--- config.mk ---
export PLATFORM = sky130hd
export DESIGN_NAME = alu_pipe_flat
export DESIGN_NICKNAME = d
export VERILOG_FILES = /design/src/rtl/alu_pipe_if.sv /design/src/rtl/alu_pipe.sv /design/src/flat_wrapper.sv
export SDC_FILE = /design/constraint.sdc
export NUM_CORES = 1
export LEC_CHECK = 0
export ABC_AREA = 0
export CORE_ASPECT_RATIO = 0.8
export CORE_MARGIN = 2
export CORE_UTILIZATION = 53
export DETAILED_ROUTE_END_ITERATION = 10
export PLACE_DENSITY = 0.83
export SYNTH_ARGS = -nofsm -noshare
export SYNTH_HDL_FRONTEND = slang
export SYNTH_SLANG_ARGS = --single-unit
--- constraint.sdc ---
create_clock -name clk -period 6.65 [get_ports clk]
set_input_delay 1.33 -clock clk [delete_from_list [all_inputs] [get_ports clk]]
set_output_delay 1.33 -clock clk [all_outputs]
set_load 0.02 [all_outputs]
--- src/rtl/alu_pipe_if.sv ---
// Handshake and result bundle for alu_pipe: operand side, result side and sticky-overflow control.
// master = producer/consumer environment, slave = the ALU itself.
interface alu_pipe_if #(
  parameter int WIDTH = 32
);
  logic             in_valid;
  logic             in_ready;
  logic [WIDTH-1:0] a;
  logic [WIDTH-1:0] b;
  logic [3:0]       op;
  logic             out_valid;
  logic             out_ready;
  logic [WIDTH-1:0] result;
  logic             zero;
  logic             overflow;
  logic             set;
  logic             cout;
  logic             busy;
  logic             sticky_ovf;
  logic             clr_sticky;

  modport master (
    output in_valid, a, b, op, out_ready, clr_sticky,
    input  in_ready, out_valid, result, zero, overflow, set, cout, busy, sticky_ovf
  );

  modport slave (
    input  in_valid, a, b, op, out_ready, clr_sticky,
    output in_ready, out_valid, result, zero, overflow, set, cout, busy, sticky_ovf
  );
endinterface

--- src/rtl/alu_pipe.sv ---
// Handshaked ALU: logic/add/sub/slt/shift ops in one cycle, shift-add multiply over WIDTH cycles.
// Optional sticky overflow flag enabled by defining ALU_STICKY_OVF_EN.
module alu_pipe #(
  parameter  int WIDTH = 32,
  localparam int SHW   = $clog2(WIDTH)
) (
  input logic      clk,
  input logic      rst_n,
  alu_pipe_if.slave bus
);
  typedef enum logic [0:0] {IDLE = 1'b0, MUL = 1'b1} state_t;

  state_t           state_r;
  logic [WIDTH-1:0] mcand_r, mplier_r, acc_r, result_r;
  logic [SHW-1:0]   cnt_r;
  logic             out_valid_r, busy_r, zero_r, ovf_r, set_r, cout_r;

  logic             accept_s, is_mul_s;
  logic [WIDTH-1:0] b_eff_s, alu_res_s, acc_next_s;
  logic [WIDTH:0]   sum_s;
  logic [SHW-1:0]   shamt_s;
  logic             add_ovf_s, slt_s, alu_ovf_s, alu_set_s, alu_cout_s, alu_zero_s;

  assign bus.in_ready = (state_r == IDLE) && (!out_valid_r || bus.out_ready);
  assign accept_s     = bus.in_valid && bus.in_ready;
  assign is_mul_s     = (bus.op == 4'b1000);

  // single-cycle datapath: shared adder, logic, shifts and flag selection
  always_comb begin
    b_eff_s    = bus.b ^ {WIDTH{bus.op[2]}};
    sum_s      = {1'b0, bus.a} + {1'b0, b_eff_s} + {{WIDTH{1'b0}}, bus.op[2]};
    add_ovf_s  = (bus.a[WIDTH-1] == b_eff_s[WIDTH-1]) && (sum_s[WIDTH-1] != bus.a[WIDTH-1]);
    slt_s      = sum_s[WIDTH-1] ^ add_ovf_s;
    shamt_s    = bus.b[SHW-1:0];
    alu_res_s  = {WIDTH{1'b0}};
    alu_ovf_s  = 1'b0;
    alu_set_s  = 1'b0;
    alu_cout_s = 1'b0;
    alu_zero_s = 1'b0;
    if (bus.op[3] == 1'b0) begin
      case (bus.op[1:0])
        2'b00:   alu_res_s = bus.a & b_eff_s;
        2'b01:   alu_res_s = bus.a | b_eff_s;
        2'b10: begin
          alu_res_s  = sum_s[WIDTH-1:0];
          alu_ovf_s  = add_ovf_s;
          alu_cout_s = sum_s[WIDTH];
        end
        2'b11: begin
          alu_res_s = {{(WIDTH-1){1'b0}}, slt_s};
          alu_set_s = slt_s;
        end
        default: alu_res_s = {WIDTH{1'b0}};
      endcase
      alu_zero_s = (alu_res_s == {WIDTH{1'b0}});
    end else if (bus.op[2] == 1'b0) begin
      case (bus.op[1:0])
        2'b01:   alu_res_s = bus.a << shamt_s;
        2'b10:   alu_res_s = bus.a >> shamt_s;
        2'b11:   alu_res_s = $signed(bus.a) >>> shamt_s;
        default: alu_res_s = {WIDTH{1'b0}};
      endcase
      alu_zero_s = (alu_res_s == {WIDTH{1'b0}});
    end else begin
      // reserved ops report result 0 with every flag cleared
      alu_res_s  = {WIDTH{1'b0}};
      alu_zero_s = 1'b0;
    end
  end

  // one shift-add step of the multiplier
  always_comb begin
    acc_next_s = acc_r + (mplier_r[0] ? mcand_r : {WIDTH{1'b0}});
  end

  // control FSM, multiplier state and the registered result/flags
  always_ff @(posedge clk or negedge rst_n) begin
    if (!rst_n) begin
      state_r     <= IDLE;
      mcand_r     <= {WIDTH{1'b0}};
      mplier_r    <= {WIDTH{1'b0}};
      acc_r       <= {WIDTH{1'b0}};
      cnt_r       <= {SHW{1'b0}};
      result_r    <= {WIDTH{1'b0}};
      out_valid_r <= 1'b0;
      busy_r      <= 1'b0;
      zero_r      <= 1'b0;
      ovf_r       <= 1'b0;
      set_r       <= 1'b0;
      cout_r      <= 1'b0;
    end else begin
      if (out_valid_r && bus.out_ready) begin
        out_valid_r <= 1'b0;
      end
      case (state_r)
        IDLE: begin
          if (accept_s && is_mul_s) begin
            mcand_r  <= bus.a;
            mplier_r <= bus.b;
            acc_r    <= {WIDTH{1'b0}};
            cnt_r    <= {SHW{1'b0}};
            busy_r   <= 1'b1;
            state_r  <= MUL;
          end else if (accept_s) begin
            result_r    <= alu_res_s;
            zero_r      <= alu_zero_s;
            ovf_r       <= alu_ovf_s;
            set_r       <= alu_set_s;
            cout_r      <= alu_cout_s;
            out_valid_r <= 1'b1;
          end
        end
        MUL: begin
          acc_r    <= acc_next_s;
          mcand_r  <= mcand_r << 1;
          mplier_r <= mplier_r >> 1;
          cnt_r    <= cnt_r + SHW'(1);
          if (cnt_r == SHW'(WIDTH - 1)) begin
            result_r    <= acc_next_s;
            zero_r      <= (acc_next_s == {WIDTH{1'b0}});
            ovf_r       <= 1'b0;
            set_r       <= 1'b0;
            cout_r      <= 1'b0;
            out_valid_r <= 1'b1;
            busy_r      <= 1'b0;
            state_r     <= IDLE;
          end
        end
        default: state_r <= IDLE;
      endcase
    end
  end

  assign bus.out_valid = out_valid_r;
  assign bus.result    = result_r;
  assign bus.zero      = zero_r;
  assign bus.overflow  = ovf_r;
  assign bus.set       = set_r;
  assign bus.cout      = cout_r;
  assign bus.busy      = busy_r;

`ifdef ALU_STICKY_OVF_EN
  logic sticky_r;

  // sticky overflow: setting on an overflowing load wins over a same-edge clear
  always_ff @(posedge clk or negedge rst_n) begin
    if (!rst_n) begin
      sticky_r <= 1'b0;
    end else if (accept_s && !is_mul_s && alu_ovf_s) begin
      sticky_r <= 1'b1;
    end else if (bus.clr_sticky) begin
      sticky_r <= 1'b0;
    end
  end

  assign bus.sticky_ovf = sticky_r;
`else
  logic unused_clr_sticky_s;
  assign unused_clr_sticky_s = bus.clr_sticky;
  assign bus.sticky_ovf      = 1'b0;
`endif
endmodule

--- src/flat_wrapper.sv ---
// flat-port wrapper written by rule: the top's interface ports become plain ports
module alu_pipe_flat 
#(
  parameter  int WIDTH = 32,
  localparam int SHW   = $clog2(WIDTH)
)
  (clk, rst_n, bus_in_valid, bus_a, bus_b, bus_op, bus_out_ready, bus_clr_sticky, bus_in_ready, bus_out_valid, bus_result, bus_zero, bus_overflow, bus_set, bus_cout, bus_busy, bus_sticky_ovf);
  alu_pipe_if #(.WIDTH(WIDTH)) bus_i ();
  input logic clk;
  input logic rst_n;
  input wire logic [$bits(bus_i.in_valid)-1:0] bus_in_valid;
  input wire logic [$bits(bus_i.a)-1:0] bus_a;
  input wire logic [$bits(bus_i.b)-1:0] bus_b;
  input wire logic [$bits(bus_i.op)-1:0] bus_op;
  input wire logic [$bits(bus_i.out_ready)-1:0] bus_out_ready;
  input wire logic [$bits(bus_i.clr_sticky)-1:0] bus_clr_sticky;
  output wire logic [$bits(bus_i.in_ready)-1:0] bus_in_ready;
  output wire logic [$bits(bus_i.out_valid)-1:0] bus_out_valid;
  output wire logic [$bits(bus_i.result)-1:0] bus_result;
  output wire logic [$bits(bus_i.zero)-1:0] bus_zero;
  output wire logic [$bits(bus_i.overflow)-1:0] bus_overflow;
  output wire logic [$bits(bus_i.set)-1:0] bus_set;
  output wire logic [$bits(bus_i.cout)-1:0] bus_cout;
  output wire logic [$bits(bus_i.busy)-1:0] bus_busy;
  output wire logic [$bits(bus_i.sticky_ovf)-1:0] bus_sticky_ovf;
  assign bus_i.in_valid = bus_in_valid;
  assign bus_i.a = bus_a;
  assign bus_i.b = bus_b;
  assign bus_i.op = bus_op;
  assign bus_i.out_ready = bus_out_ready;
  assign bus_i.clr_sticky = bus_clr_sticky;
  assign bus_in_ready = bus_i.in_ready;
  assign bus_out_valid = bus_i.out_valid;
  assign bus_result = bus_i.result;
  assign bus_zero = bus_i.zero;
  assign bus_overflow = bus_i.overflow;
  assign bus_set = bus_i.set;
  assign bus_cout = bus_i.cout;
  assign bus_busy = bus_i.busy;
  assign bus_sticky_ovf = bus_i.sticky_ovf;
  alu_pipe #(.WIDTH(WIDTH)) u_core (.clk(clk), .rst_n(rst_n), .bus(bus_i));
endmodule
== After elaboration in Yosys (flattened, before gate mapping) ==
Cells that the tools add are included.

* Bitwise gates (word level): 5
* $add $sub $neg: 4
* Mux-type cells: 52
* Shifts and indexed selects: 3
* Eq/ne operators: 11
* Reductions and logical operators: 13

{| class="wikitable"
|+ Operator list
! kind !! count
|-
| 32-bit two-way mux || 12
|-
| 32-bit one-hot mux with 2 select lines || 4
|-
| 32-bit one-hot mux with 4 select lines || 1
|-
| 32-bit zero test || 3
|-
| 32-bit one-hot mux with 3 select lines || 1
|-
| 32-bit by 32-bit adder with 33-bit output || 1
|-
| 33-bit by 1-bit adder with 33-bit output || 1
|-
| 32-bit adder || 1
|-
| 32-bit AND || 1
|-
| 32-bit OR || 1
|-
| 32-bit by 5-bit << shifter with 32-bit output || 1
|-
| 32-bit by 5-bit right shift with 32-bit output || 1
|-
| 32-bit by 5-bit >>> shifter with 32-bit output || 1
|-
| 32-bit XOR || 1
|-
| 1-bit two-way mux || 25
|-
| 1-bit one-hot mux with 2 select lines || 7
|-
| 5-bit one-hot mux with 2 select lines || 1
|-
| 2-bit != test (second input constant) || 3
|-
| 5-bit by 1-bit adder with 5-bit output (second input constant) || 1
|-
| 5-bit equality test (second input constant) || 1
|-
| 1-bit logical AND || 5
|-
| 5-bit two-way mux || 1
|-
| 2-bit equality test (second input constant) || 2
|-
| 4-bit equality test (second input constant) || 1
|-
| other kinds (11) || 11
|}

* Bits of input ports: 73
* Logic and storage cells: 100
* Bits in registers: 140

== Longest topological paths before layout ==
* Depth in word-level cells: 13
* Mapped depth: 17

== Worst setup path after synthesis ==
Ideal clock, no wire load.

* Path type: input port to flip-flop
* Start: in bus_b[3]
* End: reg u_core.zero_r, in the netlist u_core.bus.zero
* Arrival time: 5412 ps
* Stages: 17
* Data required time: 6586 ps
* Path slack: 1175 ps
* Cell sequence: clkbuf_1 > buf_1 > clkbuf_1 > buf_1 > xor2_1 > inv_1 > ha_1 > o211ai_1 > a21o_1 > a21boi_1 > or3_1 > a41oi_1 > o2111ai_1 > or4_1 > or4_1 > nor3_1 > o32a_2

* Longest elaborated chain between the ends: 13
* Elaborated cells between the ends (all ways): 23
* Classes of those cells: add/sub (2); eq/ne (1); shift (3); mux (10); bitwise (4); reduce/logical (3)

{| class="wikitable"
|+ RTL lines
! element !! RTL line !! text
|-
| start: declaration || flat_wrapper.sv:13 || <nowiki>input wire logic [$bits(bus_i.b)-1:0] bus_b;</nowiki>
|-
| 32-bit XOR || alu_pipe.sv:30 || <nowiki>b_eff_s = bus.b ^ {WIDTH{bus.op[2]}};</nowiki>
|-
| 32-bit by 32-bit adder with 33-bit output || alu_pipe.sv:31 || <nowiki>sum_s = {1'b0, bus.a} + {1'b0, b_eff_s} + {{WIDTH{1'b0}}, bus.op[2]};</nowiki>
|-
| 33-bit by 1-bit adder with 33-bit output || alu_pipe.sv:31 ||
|-
| 1-bit != test || alu_pipe.sv:32 || <nowiki>add_ovf_s = (bus.a[WIDTH-1] == b_eff_s[WIDTH-1]) && (sum_s[WIDTH-1] != bus.a[WIDTH-1]);</nowiki>
|-
| 1-bit logical AND || alu_pipe.sv:32 ||
|-
| 1-bit XOR || alu_pipe.sv:33 || <nowiki>slt_s = sum_s[WIDTH-1] ^ add_ovf_s;</nowiki>
|-
| 32-bit one-hot mux with 4 select lines || alu_pipe.sv:41 || <nowiki>case (bus.op[1:0])</nowiki>
|-
| 32-bit two-way mux || alu_pipe.sv:40 || <nowiki>if (bus.op[3] == 1'b0) begin</nowiki>
|-
| 32-bit zero test || alu_pipe.sv:55 || <nowiki>alu_zero_s = (alu_res_s == {WIDTH{1'b0}});</nowiki>
|-
| 1-bit two-way mux (*) || alu_pipe.sv:40 ||
|-
| 1-bit two-way mux (*) || alu_pipe.sv:104 || <nowiki>end else if (accept_s) begin</nowiki>
|-
| 1-bit two-way mux (*) || alu_pipe.sv:97 || <nowiki>if (accept_s && is_mul_s) begin</nowiki>
|-
| 1-bit one-hot mux with 2 select lines (*) || alu_pipe.sv:95 || <nowiki>case (state_r)</nowiki>
|-
| end signal: assignment || alu_pipe.sv:106 || <nowiki>zero_r <= alu_zero_s;</nowiki>
|-
| end signal: assignment || alu_pipe.sv:120 || <nowiki>zero_r <= (acc_next_s == {WIDTH{1'b0}});</nowiki>
|-
| end: declaration || alu_pipe.sv:16 || <nowiki>logic out_valid_r, busy_r, zero_r, ovf_r, set_r, cout_r;</nowiki>
|}

Mark *: on every way between the ends. The rest lies on a longest branch, timed or not. The select of a mux whose other input is x is not followed.
A chain may end at the register's enable or synchronous reset.

== Worst setup path after layout ==
* Start: in bus_op[2]
* End: reg u_core.zero_r, in the netlist u_core.bus.zero

* Longest elaborated chain between the ends: 13
* Elaborated cells between the ends (all ways): 21
* Classes of those cells: add/sub (2); eq/ne (4); mux (7); bitwise (4); reduce/logical (4)

{| class="wikitable"
|+ RTL lines
! element !! RTL line !! text
|-
| start: declaration || flat_wrapper.sv:14 || <nowiki>input wire logic [$bits(bus_i.op)-1:0] bus_op;</nowiki>
|-
| 32-bit XOR || alu_pipe.sv:30 ||
|-
| 32-bit by 32-bit adder with 33-bit output || alu_pipe.sv:31 ||
|-
| 33-bit by 1-bit adder with 33-bit output || alu_pipe.sv:31 ||
|-
| 1-bit != test || alu_pipe.sv:32 ||
|-
| 1-bit logical AND || alu_pipe.sv:32 ||
|-
| 1-bit XOR || alu_pipe.sv:33 ||
|-
| 32-bit one-hot mux with 4 select lines || alu_pipe.sv:41 ||
|-
| 32-bit two-way mux || alu_pipe.sv:40 ||
|-
| 32-bit zero test || alu_pipe.sv:55 ||
|-
| 1-bit two-way mux || alu_pipe.sv:40 ||
|-
| 1-bit two-way mux || alu_pipe.sv:104 ||
|-
| 1-bit two-way mux || alu_pipe.sv:97 ||
|-
| 1-bit one-hot mux with 2 select lines || alu_pipe.sv:95 ||
|}

Parallel ways exist; a longest one is shown, timed or not. The select of a mux whose other input is x is not followed.

==> run_results.csv <==
group,metric,value,unit
status,status,"finished clean",
routing,wirelength,62.8,mm
timing,tightest_slew,1.08,ns
critical_path,rr_worst_depth,14,
synth,synthDistinctLibCells,85,
critical_path,worst_ep_arrival_time,5.98,ns
pwr,fin_total_pwr,4.83,mW
timing,min_period,5.60,ns
hold_path,hp-class,"reg -> reg",
synth,synth_cells,1979,
clocking,clk_pin_slew,0.08,ns
floorplanning,fp.dieW,195,um
grt,gr-total-overflow,0,
clocking,ctsResizeCount,0,
clocking,cts-root-buf,"clkbuf_16",
floorplanning,std_cell_rows,55,
critical_path,cp_max_fo,20,
clocking,cts_tree,"yes",
routing,postRouteAntennaNets,0,
grt,track_usage,41.3,%
synth,async_flop_share,100,%
synth,netlist_area,15500,um2
pwr,ir_worst_vdd,0.189,mV
timing,rsz0062_at_grt,"false",
flow_run,maxCapViolations,0,
grt,grt_pass1_wl,94.3,mm
synth,synth_most_common_cell,"nand2_1",
floorplanning,dieArea,30600,um2
timing,worst_slack,1.05,ns
clocking,cts_sinks,140,
critical_path,cp_data_required_time,7.02,ns
layout,fill_cells,2594,
clocking,clockBufferDepth,2,
clocking,cts_buffers,17,
clocking,postCtsSetupBuffers,0,
place,place_ws,0.784,ns
pwr,power.density,278,nW/um2
timing,fin_crit_sh,84.2,%
layout,multiInputGateArea,11000,um2
layout,register_area,3510,um2
place,io_buffer_count,110,
synth,ys.flop_type,"dfrtp_1",
layout,drive_gt1_share,9.22,%
routing,wl_per_cell,26.3,um
routing,vias_per_cell,6.87,
layout,area_growth,12.4,%
timing,drv_slew,0,
synth,synth.avg_cell_area,7.82,um2
floorplanning,die_h,157,um
timing,setup-violations-final,0,
clocking,ctsHtreeMaxLevel,4,
timing,hold_viol,0,
routing,drt_iter0_drc,2423,
critical_path,cp-start-kind,"primary input",
synth,syn_nets,2151,
place,place_hpwl,48.2,mm
floorplanning,start_util,54.3,%
grt,antenna_found_initial,2,
clocking,cts_hold_buf,0,
timing,relSlewSlack,28.0,%
place,finalWeightedCongestion,0.999,
synth,synth.top_cell.area_share,22.7,%
timing,skew,0.0191,ns
routing,firstDrtPassIters,6,
layout,finalNetCount,2176,
place,dp_cells,2355,
timing,finalSetupTns,0,ns
routing,vias,16400,
floorplanning,core,28500,um2
synth,yosysSeqAreaShare,22.7,%
synth,synth-edff-count,0,
synth,synthTopCellsByArea,"dfrtp_1, ha_1, mux4_2, nand2_1, o21ai_0",
synth,yosys_warnings,0,
grt,grt_max_degree,110,
layout,stdcell_count,2391,
clocking,insertion_delay,0.45,ns
synth,synth_commonest_cells,"nand2_1, nor2_1, o21ai_0",
pwr,cellLeakagePower,7.71,nW
synth,synth_top_cell_by_area,"dfrtp_1",
critical_path,critical_path_class,"in -> reg",
grt,grt_pass1_vias,14900,
critical_path,endpoint_kind,"flip-flop",
floorplanning,io_pins,113,
hold_path,hold_depth,2,
timing,max_freq,178,MHz
synth,synth-seq-cells,140,
routing,drc_errors,0,
## per-layer routing
metal / GRT usage, % / vias to the layer above / share of wire [%] / routed length, um
li1: - / 7309 / - / -
met1: 58.9 / 7836 / 43 / 26800
met2: 57.0 / 1151 / 40 / 24900
met3: 15.8 / 132 / 14 / 8890
met4: 13.6 / 0 / 3.6 / 2240
met5: 0 / - / 0 / 0
## cells by family (layout without fill, tap and decap cells)
logic type                 Yosys count  in the layout  synth area share [%]
and+or+nand+nor                    688            688                  20.0
other                                1              5                0.0242
xor gates and xnor gates            82             82                  4.64
DFF                                140            140                  22.7
AOI/OAI and AO/OA                  600            600                  25.6
muxes                              132            132                  13.0
adders and majority gates           99             99                  8.11
buffers and inverters              237            275                  6.02
## report_power, final
group / internal, mW / total, mW / switching (mW) / leakage, nW
clock: 0.605 / 1.04 / 0.430 / 0.296
sequential: 1.16 / 1.42 / 0.261 / 1.83
combinational: 0.908 / 2.37 / 1.47 / 5.57
## registers in the layout, indices dropped and copies added (netlist names)
| signal | cells |
|---|---|
| u_core.bus.out_valid | 1 |
| u_core.state_r | 1 |
| u_core.bus.result | 32 |
| u_core.bus.cout | 1 |
| u_core.mcand_r | 32 |
| u_core.bus.overflow | 1 |
| u_core.bus.zero | 1 |
| u_core.cnt_r | 5 |
| u_core.bus.busy | 1 |
| u_core.acc_r | 32 |
| u_core.mplier_r | 32 |
| u_core.bus.set | 1 |
## final cells by class
cell class                 instances  share of cell area [%]
timing repair buffer             157                    8.31
multi-input combinational       1602                    63.5
tap                              370                    2.66
inverter                          86                    1.86
sequential                       140                    20.2
antenna                            4                  0.0575
clock buffer                      20                    2.57
clock inverter                    12                   0.921
## final timing paths
path / start / end / slack [ns]
setup reg to reg: u_core.mplier_r[0] / u_core.bus.result[28] / 2.26
min in group asynchronous: rst_n / u_core.bus.cout / 0.95
hold / removal: u_core.mplier_r[2] / u_core.mplier_r[1] / 0.47
setup / recovery: bus_op[2] / u_core.bus.zero / 1.05
max in group asynchronous: rst_n / u_core.state_r / 4.28
hold reg to reg: u_core.mplier_r[2] / u_core.mplier_r[1] / 0.47
## placed cells by master, fill, tap and decap left out, types with 32 or more instances in the layout
master           instances
buf_4                   47
nor2_1                 174
inv_1                   81
clkdlybuf4s50_1        104
nand2_1                287
xnor2_1                 32
nand3_1                 40
ha_1                    97
a21oi_1                140
mux2i_1                 63
and2_1                  39
mux4_2                  52
o21ai_0                162
dfrtp_1                139
xor2_1                  50
nor3_1                  33
## worst max-delay path, cell delays in order
cell       delay [ns]
buf_2            0.49
buf_12           0.26
xor2_1           0.20
inv_1            0.07
ha_1             0.46
nand2_1          0.18
o21ai_0          0.39
a211oi_1         0.16
o311ai_0         0.51
o21ai_0          0.19
a32oi_1          0.43
o2111ai_1        0.17
or4_1            0.57
nor3_1           0.34
o32a_2           0.21
## metrics by stage
stage | area (um2) | util, % | hold slack, ns
detailed placement | 16800 | 58.9 | 0.463
global route | 17400 | 61.0 | 0.497
finish | 17400 | 61.0 | 0.469
CTS | 17400 | 61.0 | 0.475
global placement | 16800 | 58.9 | 0.453
floorplan | 15500 | - | 0.452
No activity file was read; power rests on OpenSTA's default activity.
